$ cat config.mk
export PLATFORM = sky130hd
export DESIGN_NAME = spi_byte_frontend
export DESIGN_NICKNAME = d
export VERILOG_FILES = /design/src/rtl/spi_byte_frontend.sv
export SDC_FILE = /design/constraint.sdc
export NUM_CORES = 1
export LEC_CHECK = 0
export BUFFER_PORTS_ARGS = -buffer_cell sky130_fd_sc_hd__buf_4
export CORE_UTILIZATION = 30
export DETAILED_ROUTE_END_ITERATION = 6
export GPL_ROUTABILITY_DRIVEN = 0
export PLACE_DENSITY_LB_ADDON = 0.1
export SETUP_SLACK_MARGIN = 0.5
export SYNTH_ARGS = -nofsm -noshare
export SYNTH_HDL_FRONTEND = slang
export SYNTH_SLANG_ARGS = --single-unit
$ cat constraint.sdc
create_clock -name clk -period 6.19 [get_ports clk]
set_clock_uncertainty 0.1 [all_clocks]
set_input_delay 0.9285 -clock clk [delete_from_list [all_inputs] [get_ports clk]]
set_output_delay 0.9285 -clock clk [all_outputs]
set_load 0.05 [all_outputs]
$ cat src/rtl/spi_byte_frontend.sv
// spi_byte_frontend: SPI mode-0 slave physical layer.
// Synchronises the asynchronous CS/SLCK/MOSI pins into clk and deserialises
// MOSI into bytes, MSB first. It also serialises a response byte onto MISO and
// issues single-clk strobes, so the downstream protocol FSM runs on clk.
//
// Ports:
//   clk         system clock (>= 8x SLCK)
//   rst_n       asynchronous active-low reset
//   CS          chip select, active low (async pin)
//   SLCK        serial clock, idle low (async pin)
//   MOSI        master-out data, sampled on SLCK rise
//   MISO        slave-out data, updated after SLCK fall
//   tx_byte     response byte, sampled when tx_ack pulses
//   tx_ack      pulse: tx_byte loaded into the TX shifter
//   rx_byte     last complete received byte
//   rx_valid    pulse: rx_byte updated
//   frame_abort pulse: CS released with a partial byte
//   busy        frame active
module spi_byte_frontend #(
  parameter int DATA_W      = 8,
  parameter int SYNC_STAGES = 2
) (
  input  logic              clk,
  input  logic              rst_n,
  input  logic              CS,
  input  logic              SLCK,
  input  logic              MOSI,
  output logic              MISO,
  input  logic [DATA_W-1:0] tx_byte,
  output logic              tx_ack,
  output logic [DATA_W-1:0] rx_byte,
  output logic              rx_valid,
  output logic              frame_abort,
  output logic              busy
);

  localparam int CW = (DATA_W > 2) ? $clog2(DATA_W) : 1;
  localparam logic [CW-1:0] LAST_BIT = CW'(DATA_W - 1);

  typedef enum logic [1:0] {
    WAIT_IDLE,
    IDLE,
    ACTIVE
  } state_t;

  state_t state;

  logic [SYNC_STAGES-1:0] cs_sync;
  logic [SYNC_STAGES-1:0] sclk_sync;
  logic [SYNC_STAGES-1:0] mosi_sync;
  logic                   cs_d;
  logic                   sclk_d;

  logic cs_s;
  logic sclk_s;
  logic mosi_s;
  logic cs_fall;
  logic cs_rise;
  logic sclk_rise;
  logic sclk_fall;

  logic [DATA_W-1:0] rx_shift;
  logic [DATA_W-1:0] tx_shift;
  logic [CW-1:0]     bit_cnt;
  logic              byte_pending;
  logic              byte_seen;

  // CS synchroniser resets to 0 so that a CS held low through reset is never
  // mistaken for an idle bus; WAIT_IDLE then waits for a genuine high.
  always_ff @(posedge clk or negedge rst_n) begin
    if (!rst_n) begin
      cs_sync   <= '0;
      sclk_sync <= '0;
      mosi_sync <= '0;
      cs_d      <= 1'b0;
      sclk_d    <= 1'b0;
    end else begin
      cs_sync   <= {cs_sync[SYNC_STAGES-2:0], CS};
      sclk_sync <= {sclk_sync[SYNC_STAGES-2:0], SLCK};
      mosi_sync <= {mosi_sync[SYNC_STAGES-2:0], MOSI};
      cs_d      <= cs_sync[SYNC_STAGES-1];
      sclk_d    <= sclk_sync[SYNC_STAGES-1];
    end
  end

  always_comb begin
    cs_s      = cs_sync[SYNC_STAGES-1];
    sclk_s    = sclk_sync[SYNC_STAGES-1];
    mosi_s    = mosi_sync[SYNC_STAGES-1];
    cs_fall   = cs_d & ~cs_s;
    cs_rise   = ~cs_d & cs_s;
    sclk_rise = ~sclk_d & sclk_s;
    sclk_fall = sclk_d & ~sclk_s;
  end

  always_ff @(posedge clk or negedge rst_n) begin
    if (!rst_n) begin
      state        <= WAIT_IDLE;
      MISO         <= 1'b0;
      rx_byte      <= '0;
      rx_valid     <= 1'b0;
      tx_ack       <= 1'b0;
      frame_abort  <= 1'b0;
      busy         <= 1'b0;
      rx_shift     <= '0;
      tx_shift     <= '0;
      bit_cnt      <= '0;
      byte_pending <= 1'b0;
      byte_seen    <= 1'b0;
    end else begin
      rx_valid     <= 1'b0;
      tx_ack       <= 1'b0;
      frame_abort  <= 1'b0;
      byte_pending <= 1'b0;

      // Completed byte is published one clk after its final SLCK rise.
      if (byte_pending) begin
        rx_byte  <= rx_shift;
        rx_valid <= 1'b1;
      end

      case (state)
        WAIT_IDLE: begin
          busy <= 1'b0;
          MISO <= 1'b0;
          if (cs_s) state <= IDLE;
        end

        IDLE: begin
          busy <= 1'b0;
          MISO <= 1'b0;
          if (cs_fall) begin
            tx_shift  <= tx_byte;
            MISO      <= tx_byte[DATA_W-1];
            tx_ack    <= 1'b1;
            bit_cnt   <= '0;
            byte_seen <= 1'b0;
            busy      <= 1'b1;
            state     <= ACTIVE;
          end
        end

        ACTIVE: begin
          // CS release takes priority over any coincident SLCK edge.
          if (cs_rise) begin
            state   <= IDLE;
            busy    <= 1'b0;
            MISO    <= 1'b0;
            bit_cnt <= '0;
            if (bit_cnt != '0) frame_abort <= 1'b1;
          end else if (sclk_rise) begin
            rx_shift <= {rx_shift[DATA_W-2:0], mosi_s};
            if (bit_cnt == LAST_BIT) begin
              bit_cnt      <= '0;
              byte_pending <= 1'b1;
              byte_seen    <= 1'b1;
            end else begin
              bit_cnt <= bit_cnt + 1'b1;
            end
          end else if (sclk_fall) begin
            if (bit_cnt != '0) begin
              tx_shift <= tx_shift << 1;
              MISO     <= tx_shift[DATA_W-2];
            end else if (byte_seen) begin
              tx_shift <= tx_byte;
              MISO     <= tx_byte[DATA_W-1];
              tx_ack   <= 1'b1;
            end
          end
        end

        default: begin
          state <= WAIT_IDLE;
          busy  <= 1'b0;
          MISO  <= 1'b0;
        end
      endcase
    end
  end

endmodule

# Yosys cells after proc, flatten, opt, wreduce, memory -nomap -nowiden
# Cells that the tools add are included.
# word_totals
word_cells	97
output_inout_bits	13
ff_bits	43
# classes
addsub	1
muxes	45
reduce_logical	9
bitwise_logic	9
eq_ne	16
# op_table
operator	count
$mux 7	6
$mux 1	25
$ne 2x2->1 const B	8
$pmux 7 s2	1
$mux 3	4
$ne 3x3->1 const B	4
$reduce_and 3->1	4
$pmux 1 s2	4
$mux 2	3
$pmux 2 s3	1
$pmux 3 s2	1
$reduce_and 6->1	1
$not 1->1	5
$reduce_and 5->1	1
$and 1x1->1	4
$ne 4x4->1 const B	1
$add 3x1->3 const B	1
$eq 3x3->1 const B	1
$reduce_bool 3->1	1
$eq 2x1->1 const B	1
$eq 2x2->1 const B	1
$logic_not 2->1	1
$reduce_bool 2->1	1

# Logic depth before layout (Yosys ltp)
# Gate-level depths: netlist of the first run.
# depth
ltp_word	6
mapped_depth	8
mapped_depth_nobuf	6

# Worst setup path before layout of the first run
# Ideal clock, no wire load.
# synth_path
kind	register -> register
startpoint	register state[1]
endpoint	register tx_shift[1]
path_stages_with_launch	8
required_ns	5.965
setup_time_ns	0.125
synth_period_minus_slack_ns	2.004
path_buffers	1
setup_slack_ns	4.186
t_arrival_ns	1.779
path_cell_list	dfrtp_1 > inv_1 > ha_1 > buf_2 > inv_1 > maj3_2 > a31oi_4 > mux2_2
# synth_via
elab_chain_len	3
elab_cells_between_ends	10
classes_between	eq/ne (7); mux (1); reduce/logical (2)
# synth_lines
item	line	rtl
start: declaration	46	state_t state;
start signal: assignment	98	state <= WAIT_IDLE;
start signal: assignment	126	if (cs_s) state <= IDLE;
start signal: assignment	139	state <= ACTIVE;
$eq 2x2->1 or $eq 2x1->1 (tied branches)	122	case (state)
$ne 3x3->1 (no line), or another cell as far along	n/a	
$reduce_and 6->1 (no line)	n/a	
end signal: assignment	133	tx_shift <= tx_byte;
end signal: assignment	162	tx_shift <= tx_shift << 1;
end signal: assignment	165	tx_shift <= tx_byte;
end: declaration	63	logic [DATA_W-1:0] tx_shift;
# Several ways; a longest one is shown, not always the timed one.
# A chain may end at the register's enable or synchronous reset.

# Final worst setup path of the first run
# layout_path
startpoint	register state[0]
endpoint	register bit_cnt[0]
# layout_via
elab_chain_len	3
elab_cells_between_ends	7
classes_between	eq/ne (4); mux (1); reduce/logical (2)
# layout_lines
item	line	rtl
$eq 2x2->1 or $eq 2x1->1 (tied branches)	122	
$ne 3x3->1 (no line), or another cell as far along	n/a	
$reduce_and 3->1 (no line)	n/a	
end signal: assignment	158	bit_cnt <= bit_cnt + 1'b1;
end: declaration	64	logic [CW-1:0] bit_cnt;
# Several ways; a longest one is shown, not always the timed one.

==> flow_summary.json, run 1 <==
{
  "rsz0062_at_grt": "no",
  "num_antenna_cells": 0,
  "holdWs_ns": 0.254,
  "period_share_pct": 37.8,
  "max_cap_violations": 0,
  "final_cell_mix": "43 x dfrtp_1, 29 x mux2_2, 25 x buf_4",
  "grt.overflow.total": 0,
  "drt_iter0_drc": 65,
  "power.leakage_nw": 1.11,
  "area_growth_pct": 18.4,
  "core_region_area_um2": 6030,
  "internal_power_mw": 0.496,
  "ys_seq_area_share_pct": 56.4,
  "die_h_um": 81.7,
  "num_rows": 28,
  "num-fill-cells": 610,
  "multi_input_area_um2": 769,
  "ys_ff_latch": 43,
  "ant_nets": 0,
  "crit_chain": "inv_1 > ha_1 > nand2b_1 > nor3_1 > a211o_1 > mux2_4",
  "cts_tree": "yes",
  "firstDrtPassIters": 4,
  "die_x_um": 81.7,
  "numCtsBuffers": 5,
  "worstReg2RegStart": "state[0]$_DFFE_PN0P_",
  "min_from": "mosi_sync[0]$_DFF_PN0_",
  "wirelength_um": 3370,
  "post-route-util_pct": 37.5,
  "fmax_mhz": 427,
  "synth_cell_type_count": 30,
  "cp-end-kind": "flop",
  "wl_per_cell_um": 13.5,
  "start_kind": "flop",
  "worstPathArrival_ns": 2.43,
  "root_buffer": "clkbuf_8",
  "place_inst": 242,
  "layout.cells.most_common": "dfrtp_1",
  "insertion_delay_ns": 0.29,
  "dieArea_um2": 6680,
  "p_switching_mw": 0.246,
  "clkSlewWorstSetupHoldPaths_ns": 0.09,
  "crit_type": "reg -> reg",
  "pre_cts_ws_ns": 3.89,
  "cp-startpoint": "state[0]$_DFFE_PN0P_",
  "nets": 194,
  "cp_max_fo": 16,
  "outcome": "finished, final reports clean",
  "htreeDepth": 2,
  "seq_area_um2": 1080,
  "seq_power_share_pct": 47.8,
  "setup_viol": 0,
  "drv_slew": 0,
  "tns_ns": 0,
  "fin_cells": 250,
  "io_buffers": 25,
  "stdcell_area_um2": 2260,
  "syn_nets": 167,
  "synth_warnings": 0,
  "holdCritPathClass": "reg -> reg",
  "syn_area_um2": 1910,
  "netSwitchingFraction_pct": 33.1,
  "vdd_drop_max_mv": 0.113,
  "cts-hold-fix-buffers": 0,
  "fin_crit_ns": 2.34,
  "cpPeakStageDelay_ns": 0.42,
  "antenna_found_initial": 0,
  "viasPerCell": 4.68,
  "slew_headroom_pct": 62.7,
  "grt_first_pass_wirelength_um": 5620,
  "drive_above_1_share_pct": 38.9,
  "power_density_nw_per_um2": 328,
  "worst_path_max_delay_cell": "dfrtp_1",
  "cts.sinks": 43,
  "fin_ws_ns": 3.85,
  "cp_num_buf_inv": 1,
  "grt_pass1_vias": 1199,
  "crit_family": "simple AND/OR/NAND/NOR gates",
  "post_cts_buffers": 0,
  "cts_resized": 0,
  "finalPower_mw": 0.741,
  "place_hpwl_um": 2360,
  "worstMarginPinSlew_ns": 0.560,
  "placed_area_um2": 2160,
  "grt.total_usage_pct": 11.4,
  "ios": 26,
  "clk_path_buf_depth": 2,
  "syn_avg_cell_area_um2": 13.0,
  "p_comb_share_pct": 27.5,
  "p_clk_share_pct": 24.7,
  "synthCells": 147,
  "critPathRequiredTime_ns": 6.28,
  "grt_max_degree": 44,
  "vias": 1170,
  "hold_viol_final": 0,
  "drcViolationCount": 0,
  "start_util_pct": 31.6
}
## path summary, 6_finish.rpt
path / endpoint / slack (ns) / cells past startpoint
min in group asynchronous: state[1]$_DFFE_PN0P_ / 0.50 / 1
setup reg to reg: bit_cnt[0]$_DFFE_PN0P_ / 3.85 / 6
max in group asynchronous: frame_abort$_DFF_PN0_ / 5.10 / 1
setup / recovery: bit_cnt[0]$_DFFE_PN0P_ / 3.85 / 6
hold reg to reg: mosi_sync[1]$_DFF_PN0_ / 0.25 / 0
hold / removal: mosi_sync[1]$_DFF_PN0_ / 0.25 / 0
## cell usage after synthesis
master	count	share of area [%]
a211o_1	1	0.46
a21oi_1	3	0.79
a31oi_1	1	0.33
a31oi_4	1	1.1
and3_1	1	0.33
buf_2	4	1.0
clkbuf_1	1	0.20
dfrtp_1	43	56
ha_1	7	4.6
inv_1	10	2.0
maj3_2	1	0.59
mux2_2	29	17
mux2_4	3	2.4
mux2i_1	2	1.0
nand2_1	8	1.6
nand2b_1	3	0.98
nand3_1	4	1.0
nand4_1	2	0.66
nor2_1	5	0.98
nor2b_1	2	0.66
nor2b_2	1	0.46
nor3_1	3	0.79
nor3b_1	2	0.79
o211a_1	1	0.52
o211ai_1	1	0.39
o21ai_0	4	1.0
o22a_1	1	0.46
o2bb2ai_1	1	0.46
o41ai_1	1	0.46
or3_1	1	0.33
## cells by family (layout without fill, tap and decap cells)
logic type / Yosys count / in the layout / share of synthesized area, %
AO/OA/AOI/OAI: 15 / 15 / 6.04
adder cells (fa/ha/maj): 8 / 8 / 5.18
buffers and inverters: 15 / 43 / 3.22
flip-flops: 43 / 43 / 56.4
multiplexers: 34 / 34 / 20.5
AND/OR/NAND/NOR: 32 / 32 / 8.60
## layer usage
layer / vias up / track usage (%) / wire (µm) / part of all wire, %
met5: - / 0 / 0 / 0
li1: 560 / - / - / -
met3: 4 / 3.33 / 107 / 3.2
met2: 19 / 19.4 / 1730 / 51
met4: 0 / 4.21 / 31 / 0.92
met1: 587 / 13.5 / 1500 / 45
## power groups by stage
stage          logic, mW  registers, mW  clock network, mW
2_1_floorplan      0.148          0.364                  0
3_3_place_gp       0.200          0.357                  0
3_5_place_dp       0.206          0.360                  0
4_1_cts            0.206          0.355              0.193
5_1_grt            0.227          0.362              0.205
6_report           0.203          0.354              0.183
## flip-flops by register name (all words and copies together), names as in the netlist, 2 cells and up
signal,count
bit_cnt,3
cs_sync,2
mosi_sync,2
rx_byte,8
rx_shift,8
sclk_sync,2
state,2
tx_shift,7
## area by class of cell
| cell class | instances | share of cell area (%) |
|---|---|---|
| repair buffers | 25 | 8.31 |
| multi-input cells | 89 | 34.1 |
| flip-flops and latches | 43 | 47.7 |
| well taps | 75 | 4.16 |
| clock buffers | 5 | 3.05 |
| clock inverters | 3 | 1.05 |
| inverters | 10 | 1.66 |
No activity file was read; power rests on OpenSTA's default activity.
==> run 2: changes to the inputs <==
--- a/config.mk
+++ b/config.mk
@@ -5,6 +5,7 @@
 export SDC_FILE = /design/constraint.sdc
 export NUM_CORES = 1
 export LEC_CHECK = 0
+export ABC_AREA = 1
 export BUFFER_PORTS_ARGS = -buffer_cell sky130_fd_sc_hd__buf_4
 export CORE_UTILIZATION = 30
 export DETAILED_ROUTE_END_ITERATION = 6
==> constraint.sdc (replaced) <==
create_clock -name clk -period 2.2 [get_ports clk]
set_clock_uncertainty 0.1 [all_clocks]
set_input_delay 0.33 -clock clk [delete_from_list [all_inputs] [get_ports clk]]
set_output_delay 0.33 -clock clk [all_outputs]
set_load 0.05 [all_outputs]
==> run 2 against run 1 <==
Against the previous run:
- via count rose by 18%
- synthesized cell count rose by 41%
- non-clock buffer count rose by 2
- die area rose by 3.3%
- design area rose by 5.2%
- wire length rose by 12%
- sequential cell count did not move
- critical path type unchanged
- highest routed layer unchanged
==> flow_summary.json, run 2 <==
{
  "ant_nets": 0,
  "firstDrtPassIters": 4,
  "cts_tree": "yes",
  "root_buffer": "clkbuf_8",
  "async_reset_ff_share_pct": 100,
  "die_h_um": 83.1,
  "drt_iter0_drc": 51,
  "crit_family": "simple AND/OR/NAND/NOR gates",
  "dieArea_um2": 6900,
  "num_rows": 29,
  "htreeDepth": 2,
  "synthFlopType": "dfrtp_1",
  "vdd_drop_max_mv": 0.369,
  "place_inst": 306,
  "syn_nets": 227,
  "cp_max_fo": 9,
  "numCtsBuffers": 5,
  "post_cts_buffers": 0,
  "ios": 26,
  "yosysTopAreaCellShare_pct": 54.6,
  "drv_slew": 0,
  "wl_per_cell_um": 12.0,
  "grt_max_degree": 44,
  "grt_pass1_vias": 1337,
  "grt.overflow.total": 0,
  "layout.cells.most_common": "nand2_1",
  "clkSlewWorstSetupHoldPaths_ns": 0.09,
  "cts.sinks": 43,
  "core_region_area_um2": 6350,
  "synthCells": 207,
  "final_cell_mix": "53 x nand2_1, 43 x dfrtp_1, 26 x buf_4",
  "max_cap_violations": 0,
  "fmax_mhz": 650,
  "worstMarginPinSlew_ns": 0.550,
  "outcome": "finished, final reports clean",
  "crit_type": "reg -> reg",
  "synth_edf_count": 0,
  "multi_input_area_um2": 792,
  "crit_path_frequent_cell": "nand2_1",
  "area_growth_pct": 20.4,
  "fin_crit_ns": 1.54,
  "viasPerCell": 4.37,
  "stdcell_area_um2": 2370,
  "syn_avg_cell_area_um2": 9.53,
  "ys_top_cells_by_area": "dfrtp_1 55%, nand2_1 10%, nand3_1 5.6%",
  "antenna_found_initial": 0,
  "cp_num_buf_inv": 1,
  "wirelength_um": 3770,
  "fin_cells": 315,
  "worstPathArrival_ns": 1.64,
  "power_density_nw_per_um2": 1130,
  "num-fill-cells": 630,
  "setup_viol": 0,
  "holdWs_ns": 0.0302,
  "slew_headroom_pct": 63.3,
  "place_hpwl_um": 2570,
  "syn_area_um2": 1970,
  "tns_ns": 0,
  "cpPeakStageDelay_ns": 0.39,
  "grt.total_usage_pct": 12.3,
  "crit_chain": "inv_1 > ha_1 > nand2_2 > nand2_2 > nand2_1 > nand2_1 > nand3_1 > nand2_1",
  "start_util_pct": 31.1,
  "period_share_pct": 69.9,
  "nets": 257,
  "vias": 1377,
  "num_antenna_cells": 0,
  "synth_most_common_cell": "nand2_1",
  "seq_area_um2": 1080,
  "hold_viol_final": 0,
  "synth_warnings": 0,
  "placed_area_um2": 2230,
  "rsz0062_at_grt": "no",
  "yosysTopAreaCell": "dfrtp_1",
  "synth_cell_type_count": 25,
  "synth.top_cells.by_count": "54 x nand2_1, 43 x dfrtp_1, 22 x nand3_1, 20 x inv_1, 11 x nor2_1",
  "worst_path_max_delay_cell": "dfrtp_1",
  "ys_ff_latch": 43,
  "post-route-util_pct": 37.4,
  "start_kind": "flop",
  "drive_above_1_share_pct": 27.3,
  "holdCritPathClass": "in -> reg",
  "critPathRequiredTime_ns": 2.30,
  "io_buffers": 25,
  "die_x_um": 83.1,
  "top_regs": "rx_byte (8), rx_shift (8), tx_shift (7)",
  "grt_first_pass_wirelength_um": 6600,
  "insertion_delay_ns": 0.30,
  "clk_path_buf_depth": 2,
  "cp-end-kind": "flop",
  "drcViolationCount": 0,
  "power.leakage_nw": 1.22,
  "ys_seq_area_share_pct": 54.6
}
==> run 2: cell types whose count changed after synthesis, sizes merged, moves of 6 or more <==
cell	previous run	this run
nor2	5	14
a21oi	3	9
nand2	8	61
o21ai	4	13
mux2	32	4
inv	10	24
nand3	4	23
==> run 2: kinds of logic (layout without fill, tap and decap cells) <==
family,count (synthesis),count (layout),share of synthesized area [%]
buffers and inverters,28,59,6.16
flip-flops,43,43,54.6
AO/OA/AOI/OAI,23,23,8.06
adder cells (fa/ha/maj),7,7,4.44
multiplexers,4,4,2.28
AND/OR/NAND/NOR,102,102,24.5
==> run 2: layer usage <==
metal / part of all wire (%) / global-route usage (%) / wire (µm)
met3: 3.9 / 3.28 / 147
met5: 0 / 0 / 0
met2: 42 / 17.4 / 1590
met1: 52 / 17.5 / 1960
met4: 1.9 / 5.64 / 73
==> run 2: timing repair <==
action | 4_1_cts | 5_1_grt
hold endpoints to repair | 43 | 0
endpoints found under the setup margin | 0 | 21
hold buffers | 1 | 0
resized for setup | 0 | 4
==> run 2: final timing paths <==
check | slack [ns] | cells after the start | end | from
min in group asynchronous | 0.46 | 2 | bit_cnt[0]$_DFFE_PN0P_ | rst_n
max | 0.66 | 8 | tx_shift[2]$_DFFE_PN0P_ | bit_cnt[0]$_DFFE_PN0P_
min reg2reg | 0.25 | 0 | mosi_sync[1]$_DFF_PN0_ | mosi_sync[0]$_DFF_PN0_
max in group asynchronous | 1.17 | 2 | rx_byte[0]$_DFFE_PN0P_ | rst_n
min | 0.03 | 1 | mosi_sync[0]$_DFF_PN0_ | MOSI
max reg2reg | 0.66 | 8 | tx_shift[2]$_DFFE_PN0P_ | bit_cnt[0]$_DFFE_PN0P_
==> run 2: area by class of cell <==
type                       instances  area share (%)
clock buffer                       5            2.90
clock inverter                     3            1.84
inverter                          24            3.90
multi-input combinational        136            33.4
sequential                        43            45.3
tap                               77            4.06
timing repair buffer              27            8.64
==> run 2: power by group <==
| part | switching (mW) | leakage (nW) | internal [mW] | total [mW] |
|---|---|---|---|---|
| Combinational | 0.636 | 0.606 | 0.328 | 0.963 |
| Clock | 0.295 | 0.0581 | 0.338 | 0.633 |
| Sequential | 0.112 | 0.556 | 0.975 | 1.09 |
==> run 2: stage by stage <==
stage	total power [mW]	setup slack, ns
final	2.68	0.661
after global routing	2.91	0.521
after CTS	2.69	0.505
after detailed placement	2.05	0.517
after global placement	2.05	0.517
after floorplan	1.81	0.759
==> run 3: changes to the inputs <==
==> constraint.sdc (replaced) <==
create_clock -name clk -period 1.6 [get_ports clk]
set_clock_uncertainty 0.1 [all_clocks]
set_input_delay 0.24 -clock clk [delete_from_list [all_inputs] [get_ports clk]]
set_output_delay 0.24 -clock clk [all_outputs]
set_load 0.05 [all_outputs]
==> run 3 against run 2 <==
Against the previous run:
- sequential share of layout area shrank 6.3 points
- maximum frequency grew 8.3%
- non-clock buffer count grew 21
- sequential cell count is the same
- power grew 53%
- combinational power grew 99%
- design area grew 16%
- via count grew 11%
- clock-buffer cell count grew 1
- critical path type unchanged
==> flow_summary.json, run 3 (synthesized netlist as in run 2, its figures left out) <==
{
  "firstDrtPassIters": 4,
  "worst-path-stages": 8,
  "wl_per_cell_um": 12.2,
  "die_h_um": 83.1,
  "worstPathArrival_ns": 1.51,
  "max_cap_violations": 0,
  "core_region_area_um2": 6350,
  "grt.overflow.total": 0,
  "rsz0062_at_grt": "yes",
  "cp_max_fo": 8,
  "power_density_nw_per_um2": 1480,
  "p_clk_share_pct": 16.5,
  "critPathRequiredTime_ns": 1.69,
  "slew_headroom_pct": 73.2,
  "p_switching_mw": 1.67,
  "viasPerCell": 4.54,
  "num_rows": 29,
  "p_comb_share_pct": 46.7,
  "seq_power_share_pct": 36.8,
  "drcViolationCount": 0,
  "internal_power_mw": 2.44,
  "power.leakage_nw": 1.35,
  "fmax_mhz": 703,
  "cp-endpoint": "tx_shift[2]$_DFFE_PN0P_",
  "ant_nets": 0,
  "cts_tree": "yes",
  "cp_num_buf_inv": 2,
  "grt_pass1_vias": 1489,
  "cp-startpoint": "state[1]$_DFFE_PN0P_",
  "dieArea_um2": 6900,
  "crit_type": "reg -> reg",
  "nets": 279,
  "layout.cells.most_common": "nand2_1",
  "cts.sinks": 43,
  "root_buffer": "clkbuf_8",
  "min_from": "tx_byte[2]",
  "worstReg2RegStart": "state[1]$_DFFE_PN0P_",
  "insertion_delay_ns": 0.29,
  "outcome": "finished, final reports clean",
  "drt_iter0_drc": 59,
  "crit_chain": "ha_4 > buf_12 > inv_2 > nand2_4 > nand2_4 > nand2_8 > nand2_1 > nand2_1",
  "final_cell_mix": "48 x nand2_1, 40 x dfrtp_1, 27 x buf_4",
  "place_hpwl_um": 2570,
  "holdWs_ns": 0.166,
  "top_usage_layer": "met2",
  "worstMarginPinSlew_ns": 0.402,
  "grt_use_met1_pct": 18.8,
  "grtUsageMet3_pct": 3.28,
  "fin_crit_ns": 1.42,
  "wirelength_um": 4110,
  "start_kind": "flop",
  "worst_path_max_delay_cell": "dfrtp_2",
  "die_x_um": 83.1,
  "io_buffers": 25,
  "grt.total_usage_pct": 13.5,
  "crit_family": "flip-flops",
  "antenna_found_initial": 0,
  "area_growth_pct": 40.3,
  "htreeDepth": 2,
  "numCtsBuffers": 5,
  "period_share_pct": 88.8,
  "vias": 1530,
  "reg2reg_to": "tx_shift[2]$_DFFE_PN0P_",
  "cpPeakStageDelay_ns": 0.45,
  "netSwitchingFraction_pct": 40.7,
  "holdCritPathClass": "in -> reg",
  "tns_ns": 0,
  "start_util_pct": 31.1,
  "clk_path_buf_depth": 2,
  "setup_viol": 0,
  "drv_slew": 0,
  "clkSlewWorstSetupHoldPaths_ns": 0.08,
  "drive_above_1_share_pct": 43.1,
  "finalPower_mw": 4.11,
  "grt_use_met2_pct": 20.3,
  "cp-end-kind": "flop",
  "grt_max_degree": 44,
  "vdd_drop_max_mv": 0.563,
  "r2r_slack_ns": 0.18,
  "hold_viol_final": 0,
  "num_antenna_cells": 0,
  "top_regs": "rx_byte (8), rx_shift (8), tx_shift (7)",
  "ios": 26,
  "grt_first_pass_wirelength_um": 7330,
  "ff2ff_path_depth": 8
}
-- run 3: changes by cell type in the layout (fill, tap and decap cells not counted), moves of 3 or more --
cell           before  now
buf_6               0   16
nand2_8             0    3
nand2_1            53   48
nand3_2             0    5
dfrtp_1            43   40
dfrtp_2             0    3
inv_1              20   14
o21ai_1             3    6
nand3_1            22   16
nor2_2              0    3
nor2_1             11    8
o21ai_0             4    0
inv_2               3    8
dlygate4sd3_1       1    4
-- run 3: final cells by class --
class | count | area (µm²)
clock buffer | 6 | 72.6
clock inverter | 2 | 12.5
fill | 606 | 3580
inverter | 24 | 103
multi-input combinational | 137 | 960
sequential | 43 | 1080
tap | 77 | 96.3
timing repair buffer | 48 | 443
-- run 3: how the worst min path moves through the flow --
stage / cells after the start / slack [ns] / end
final: 5 / 0.17 / tx_shift[2]$_DFFE_PN0P_
after global routing: 5 / 0.19 / tx_shift[2]$_DFFE_PN0P_
after CTS: 5 / 0.16 / tx_shift[2]$_DFFE_PN0P_
after detailed placement: 1 / 0.18 / MISO$_DFFE_PN0P_
after global placement: 1 / 0.18 / tx_ack$_DFF_PN0_
after floorplan: 0 / -0.16 / MISO$_DFFE_PN0P_
-- run 3: timing repair --
item / 4_1_cts / 5_1_grt
buffers inserted: 12 / 6
hold buffers: 4 / 0
pin swaps: 6 / 7
hold endpoints to repair: 46 / 0
gates resized for setup: 28 / 23
cloned: 1 / 0
setup endpoints to repair: 44 / 40
-- run 3: power by group through the flow --
stage / registers, mW / clock network, mW / logic, mW
6_report: 1.51 / 0.677 / 1.92
5_1_grt: 1.55 / 0.759 / 2.14
4_1_cts: 1.50 / 0.716 / 1.70
3_5_place_dp: 1.52 / 0 / 1.42
3_3_place_gp: 1.52 / 0 / 1.42
2_1_floorplan: 1.53 / 0 / 1.10
-- run 3: layer usage --
metal  part of all wire, %  wire, µm  up-vias
li1                      -         -      769
met1                    49      2010      726
met2                    46      1880       29
met3                   3.6       148        6
met4                   1.6        66        0
met5                     0         0        -
-- run 3: worst register-to-register path: stages (launching register included) --
cell,delay [ns]
dfrtp_2,0.45
ha_4,0.19
buf_12,0.14
inv_2,0.06
nand2_4,0.05
nand2_4,0.13
nand2_8,0.08
nand2_1,0.07
nand2_1,0.05
-- run 3: metrics by stage --
stage                     util [%]  area [µm²]  worst slack, ns  instances
final                         43.6        2770            0.178        337
after floorplan                  -        2060            0.294        207
after global routing          43.6        2770            0.105        337
after detailed placement      36.3        2300           0.0632        306
after global placement        36.3        2300           0.0914        306
after CTS                     41.7        2650            0.164        331
